`config.mk`:
```
export PLATFORM = sky130hd
export DESIGN_NAME = flag_ctrl
export DESIGN_NICKNAME = d
export VERILOG_FILES = /design/src/rtl/flag_ctrl.sv
export SDC_FILE = /design/constraint.sdc
export NUM_CORES = 1
export LEC_CHECK = 0
export ABC_CLOCK_PERIOD_IN_PS = 6300
export CORE_AREA = 4 4 294 296
export CTS_CLUSTER_DIAMETER = 150
export DETAILED_ROUTE_END_ITERATION = 6
export DIE_AREA = 0 0 298 300
export HOLD_SLACK_MARGIN = 0.06
export PLACE_DENSITY = 0.58
export REMOVE_ABC_BUFFERS = 1
export SETUP_SLACK_MARGIN = 0.2
export SYNTH_ARGS = -nofsm -noshare
export SYNTH_HDL_FRONTEND = slang
export SYNTH_SLANG_ARGS = --single-unit
```
`constraint.sdc`:
```
create_clock -name clk -period 6.3 [get_ports clk]
set_clock_uncertainty 0.15 [all_clocks]
set_input_delay 1.89 -clock clk [delete_from_list [all_inputs] [get_ports clk]]
set_output_delay 1.89 -clock clk [all_outputs]
set_load 0.02 [all_outputs]
```
`src/rtl/flag_ctrl.sv`:
```
// flag_ctrl
//
// Writer side of the per-level flag maps read by the board redraw path.
// A right-click is turned into a board cell (col, row) by repeatedly
// subtracting the cell size from the pointer offset, one step per cycle
// on both axes at once. The flag at that cell is then toggled, subject to
// the remaining flag budget and to the cell not being uncovered.
//
// Ports:
//   clk, rst                 system clock, synchronous active-high reset
//   mouse_xpos, mouse_ypos   pointer position in pixels (POS_W bits)
//   right_btn                right button level, already synchronous to clk
//   board_xpos, board_ypos   board top-left corner in pixels
//   button_size              cell edge length in pixels
//   button_num               cells per side (8 / 10 / 16)
//   level                    1 easy, 2 medium, 3 hard, 0 no game
//   mines                    flag budget loaded by new_game
//   new_game                 pulse: clear every map, reload the budget
//   game_active              clicks are accepted only while high
//   revealed                 bit col*16+row set = cell already uncovered
//   flag_arr_easy/medium/hard  flag maps indexed [col][row]
//   flags_left               remaining flag budget
//   flag_event               one-cycle pulse when a flag is placed/removed
//   busy                     high while a click is being processed

module flag_ctrl #(
    parameter int MAX_DIM = 16,
    parameter int POS_W   = 12
) (
    input  logic                    clk,
    input  logic                    rst,
    input  logic [POS_W-1:0]        mouse_xpos,
    input  logic [POS_W-1:0]        mouse_ypos,
    input  logic                    right_btn,
    input  logic [10:0]             board_xpos,
    input  logic [10:0]             board_ypos,
    input  logic [7:0]              button_size,
    input  logic [4:0]              button_num,
    input  logic [1:0]              level,
    input  logic [7:0]              mines,
    input  logic                    new_game,
    input  logic                    game_active,
    input  logic [255:0]            revealed,
    output logic [7:0][7:0]         flag_arr_easy,
    output logic [9:0][9:0]         flag_arr_medium,
    output logic [15:0][15:0]       flag_arr_hard,
    output logic [7:0]              flags_left,
    output logic                    flag_event,
    output logic                    busy
);

    typedef enum logic [1:0] {
        IDLE,
        CALC,
        CHECK,
        UPDATE
    } state_t;

    // A legitimate cell never needs more than MAX_DIM-1 subtraction steps,
    // so reaching MAX_DIM steps means the pointer is off the board.
    localparam logic [5:0] MAX_ITER = 6'(MAX_DIM);

    state_t state, state_next;

    logic             btn_prev;
    logic             click;
    logic [POS_W-1:0] dx, dy;
    logic [POS_W-1:0] size_ext, board_x_ext, board_y_ext;
    logic [4:0]       col, row, col_inc, row_inc;
    logic [5:0]       iter, iter_inc;
    logic             x_more, y_more;
    logic             accept, step_x, step_y, do_update;
    logic             in_range, target, blocked;

    assign click       = right_btn & ~btn_prev;
    assign size_ext    = POS_W'(button_size);
    assign board_x_ext = POS_W'(board_xpos);
    assign board_y_ext = POS_W'(board_ypos);
    assign x_more      = (dx >= size_ext);
    assign y_more      = (dy >= size_ext);
    assign col_inc     = col + 5'd1;
    assign row_inc     = row + 5'd1;
    assign iter_inc    = iter + 6'd1;
    assign blocked     = revealed[{col[3:0], row[3:0]}];
    assign busy        = (state != IDLE);

    // Look up the current flag bit at (col,row) in the map chosen by level.
    // in_range guards against a cell that lies outside that map, so nothing
    // beyond the level's own dimensions is ever read or written.
    always_comb begin
        in_range = 1'b0;
        target   = 1'b0;
        case (level)
            2'd1: begin
                if (col < 5'd8 && row < 5'd8) begin
                    in_range = 1'b1;
                    target   = flag_arr_easy[col[2:0]][row[2:0]];
                end
            end
            2'd2: begin
                if (col < 5'd10 && row < 5'd10) begin
                    in_range = 1'b1;
                    target   = flag_arr_medium[col[3:0]][row[3:0]];
                end
            end
            2'd3: begin
                if (col < 5'd16 && row < 5'd16) begin
                    in_range = 1'b1;
                    target   = flag_arr_hard[col[3:0]][row[3:0]];
                end
            end
            default: begin
                in_range = 1'b0;
                target   = 1'b0;
            end
        endcase
    end

    // State register. new_game forcing IDLE is handled in the next-state
    // logic so that it also suppresses the datapath strobes below.
    always_ff @(posedge clk) begin
        if (rst) begin
            state <= IDLE;
        end else begin
            state <= state_next;
        end
    end

    // Next-state logic plus the datapath strobes. The step strobes are
    // only raised when the step is safe; an increment that would land on
    // button_num (click right of / below the board) aborts instead.
    always_comb begin
        state_next = state;
        accept     = 1'b0;
        step_x     = 1'b0;
        step_y     = 1'b0;
        do_update  = 1'b0;
        case (state)
            IDLE: begin
                if (click && game_active && level != 2'd0 &&
                    mouse_xpos >= board_x_ext && mouse_ypos >= board_y_ext &&
                    button_size != 8'd0) begin
                    accept     = 1'b1;
                    state_next = CALC;
                end
            end
            CALC: begin
                if (col >= button_num || row >= button_num) begin
                    state_next = IDLE;
                end else if (x_more || y_more) begin
                    if ((x_more && col_inc >= button_num) ||
                        (y_more && row_inc >= button_num) ||
                        iter_inc >= MAX_ITER) begin
                        state_next = IDLE;
                    end else begin
                        step_x = x_more;
                        step_y = y_more;
                    end
                end else begin
                    state_next = CHECK;
                end
            end
            CHECK: begin
                if (!in_range || blocked) begin
                    state_next = IDLE;
                end else if (target) begin
                    state_next = UPDATE;
                end else if (flags_left == 8'd0) begin
                    state_next = IDLE;
                end else begin
                    state_next = UPDATE;
                end
            end
            UPDATE: begin
                do_update  = in_range;
                state_next = IDLE;
            end
            default: begin
                state_next = IDLE;
            end
        endcase
        if (new_game) begin
            state_next = IDLE;
            accept     = 1'b0;
            step_x     = 1'b0;
            step_y     = 1'b0;
            do_update  = 1'b0;
        end
    end

    // Datapath: button edge register, the subtraction remainders and cell
    // counters, and the flag maps with their budget. UPDATE toggles the
    // bit found in CHECK: a set bit is a removal and returns one flag to
    // the budget, a clear bit is a placement and consumes one. CHECK only
    // lets a placement through when the budget is non-zero.
    always_ff @(posedge clk) begin
        if (rst) begin
            btn_prev        <= 1'b0;
            dx              <= '0;
            dy              <= '0;
            col             <= '0;
            row             <= '0;
            iter            <= '0;
            flag_arr_easy   <= '0;
            flag_arr_medium <= '0;
            flag_arr_hard   <= '0;
            flags_left      <= '0;
            flag_event      <= 1'b0;
        end else begin
            btn_prev   <= right_btn;
            flag_event <= 1'b0;
            if (new_game) begin
                flag_arr_easy   <= '0;
                flag_arr_medium <= '0;
                flag_arr_hard   <= '0;
                flags_left      <= mines;
            end else begin
                if (accept) begin
                    dx   <= mouse_xpos - board_x_ext;
                    dy   <= mouse_ypos - board_y_ext;
                    col  <= '0;
                    row  <= '0;
                    iter <= '0;
                end else begin
                    if (step_x) begin
                        dx  <= dx - size_ext;
                        col <= col_inc;
                    end
                    if (step_y) begin
                        dy  <= dy - size_ext;
                        row <= row_inc;
                    end
                    if (step_x || step_y) begin
                        iter <= iter_inc;
                    end
                end
                if (do_update) begin
                    case (level)
                        2'd1:    flag_arr_easy[col[2:0]][row[2:0]]   <= ~target;
                        2'd2:    flag_arr_medium[col[3:0]][row[3:0]] <= ~target;
                        2'd3:    flag_arr_hard[col[3:0]][row[3:0]]   <= ~target;
                        default: ;
                    endcase
                    flags_left <= target ? (flags_left + 8'd1) : (flags_left - 8'd1);
                    flag_event <= 1'b1;
                end
            end
        end
    end

endmodule
```
==> impl_metrics.tcl <==
set metrics [dict create \
    fillerInstances 8432 \
    hold_violations 0 \
    fp.dieArea_um2 89400 \
    min_period_ns 5.895 \
    grt_pass1_vias 30812 \
    place_congestion 0.9678 \
    synth_top_flop_cell "dfxtp_1" \
    tritoncts.num_buffers 55 \
    crit_arrival_ns 6.27 \
    dp_hpwl_mm 118.5 \
    cts_tree "yes" \
    final_hold_slack_ns 0.3168 \
    post-synth-top-count-cell "a21oi_1" \
    tightestPinTransition_ns 1.234 \
    vias 31865 \
    pre_cts_ws_ns 0.2654 \
    buffers_added_on_ports 759 \
    area_growth_syn_to_layout_pct 39.14 \
    power.density_cell_area_nw_per_um2 182.1 \
    worst_setup_slack_final_ns 0.4050 \
    grt-ovfl-total 0 \
    placed_cells_incl_taps 5033 \
    die_w_um 298 \
    initial_util_pct 32.29 \
    first_pass_iters 6 \
    grt_pass1_wl_mm 232.1 \
    detail_route.iter0.violations 4352 \
    numClockSinks 472 \
    synth-edff-count 0 \
    multi_input_comb_area_um2 15860 \
    cap_violations 0 \
    clock.fmax_mhz 169.6 \
    final_antenna_net_count 0 \
    total_wirelength_of_the_detailed_routed_design_mm 167.3 \
    remaining_design_rule_violation_count 0 \
    final_design_area_no_fill_um2 37540 \
    boundaryPins 760 \
    min_period_over_period_pct 93.57 \
    antenna_found_initial 21 \
    post_cts_resized 0 \
    clock_insertion_delay_at_the_later_pin_of_the_skew_report_ns 0.64 \
    grt_setup_unrepaired "no" \
    count_of_yosys_warnings_during_synthesis 0 \
    reported_leakage_power_uw 0.01203 \
    post_cts_buffers 0 \
    endpoint_kind "flop" \
    wl_per_cell_um 32.47 \
    syn-cell-area_um2 26980 \
    post-route-util_pct 44.93 \
    layout-drive-gt1-share_pct 9.248 \
    ys_top_cells_by_area "dfxtp_1, a21oi_1, nand3_1" \
    outcome "finished clean" \
    placed_area_um2 35670 \
    finalMaxSlewViolations 0 \
    worstPathMaxFanout 29 \
    num-nets-final 4419 \
    ys_seq_elements 472 \
    worstPathRequired_ns 6.68 \
    yosys.cell_types.count 75 \
    fraction_of_the_yosys_area_taken_by_sequential_cells_pct 35.02 \
    crit_type "flop to flop" \
    avgViaCountPerCell 6.183 \
    synthArstFlopShare_pct 0 \
    setup_viol 0 \
    cts.path.max_buffers 3 \
    floorplan.rows 106 \
    finalNonFillerCells 5154 \
    syn_area_per_cell_um2 7.936 \
    grt.total_usage_pct 35.35 \
    grt_start_max_net_pins 188 \
    area_share_of_the_leading_cell_type_in_the_synthesized_netlist_pct 35.02 \
    maxSlewHeadroom_pct 17.72 \
    cts_root_buf "clkbuf_16" \
    post_cts_hold_buffer_count 0 \
    max-vdd-ir-drop_v 0.0002037 \
    synthCells 3400 \
    clk_pin_slew_ns 0.06 \
    synth_area_leader_cell "dfxtp_1" \
    core_area_um2 83560 \
    ff_latch_area_um2 9472 \
    setup.worst_path.start_class "flop" \
    dieHeight_um 300 \
    synthTopCellsByCount "a21oi_1, dfxtp_1, nand3_1" \
    htreeDepth 2 \
    timing.hold.worst.class "flop to flop" \
]
-- critical path: stages, from the launching register on --
cell,delay (ns)
dfxtp_4,0.68
buf_4,0.53
mux2_2,0.39
a22oi_1,0.18
o2111a_1,0.20
a211oi_1,0.07
buf_4,0.19
a2111oi_0,0.47
nand4_1,0.45
a311oi_4,0.61
ha_1,0.32
a21o_1,0.18
a21oi_1,0.23
o21bai_1,0.10
a21oi_1,0.21
o21ai_0,0.17
xor2_1,0.18
and3_1,0.20
nor4_1,0.25
-- cell usage in the layout (no fill, tap or decap), types with 24 or more instances in the layout --
cell type / Yosys / layout
mux2i_1: 61 / 61
mux4_2: 46 / 46
o21ai_0: 450 / 450
clkbuf_16: 0 / 55
buf_4: 47 / 124
and2_1: 24 / 24
nand4_1: 27 / 27
nor3_1: 27 / 24
a221oi_1: 55 / 55
inv_1: 70 / 70
nand3_1: 466 / 466
clkdlybuf4s50_1: 0 / 759
dfxtp_1: 472 / 464
a22oi_1: 68 / 68
nor2_1: 123 / 119
xnor2_1: 27 / 27
ha_1: 74 / 74
a21oi_1: 485 / 485
mux2_2: 58 / 58
nand2_1: 193 / 183
-- power by group --
part	switching, uW	internal [uW]	total (uW)
combinational	246	298	544
clock	1450	1850	3290
sequential	7.82	2990	3000
-- worst paths after layout --
kind,from,endpoint,slack (ns),depth (start not counted)
worst min-delay path,dx[0]$_SDFFE_PP0P_,dx[0]$_SDFFE_PP0P_,0.32,2
worst min register to register,dx[0]$_SDFFE_PP0P_,dx[0]$_SDFFE_PP0P_,0.32,2
worst max register to register,col[2]$_SDFFE_PP0P_,flags_left[7]$_SDFFE_PP0P_,0.40,18
worst max-delay path,col[2]$_SDFFE_PP0P_,flags_left[7]$_SDFFE_PP0P_,0.40,18
-- routing by layer --
metal | vias up | global-route usage (%) | part of all wire, % | wire, um
li1 | 13835 | - | - | -
met1 | 15497 | 41.30 | 37 | 61340
met2 | 2065 | 58.26 | 46 | 77140
met3 | 468 | 10.18 | 11 | 17630
met4 | 0 | 20.03 | 6.7 | 11230
met5 | - | 0 | 0 | 0
-- flip-flops by register name, indices dropped and copies added (netlist names), 2 cells and up --
name,flops
flag_arr_medium,100
flag_arr_easy,64
iter,6
state,2
flag_arr_hard,256
dy,12
flags_left,8
row,5
col,5
dx,12
-- cell type report --
type	instances	area share [%]
multi-input cells	2515	42.24
repair buffers	892	23.20
diodes	19	0.1266
inverters	74	0.7399
flip-flops and latches	472	25.23
well taps	1080	3.599
clock buffers	81	4.246
clock inverters	21	0.6199
-- through the flow --
stage                      TNS, ns  total power [uW]
final                            0              6836
after global routing             0              7008
after CTS                        0              6855
after detailed placement         0              3601
after global placement           0              3599
after floorplan           -3353.38              3279
-- cell families after synthesis --
family	Yosys count	share of synthesized area, %
buf+inv	413	6.553
mux	165	8.523
fa+ha+maj	79	3.803
compound gates	1271	27.59
xor+xnor	40	1.298
flops	472	35.02
simple gates	960	17.21
(Power assumes the default switching activity.)
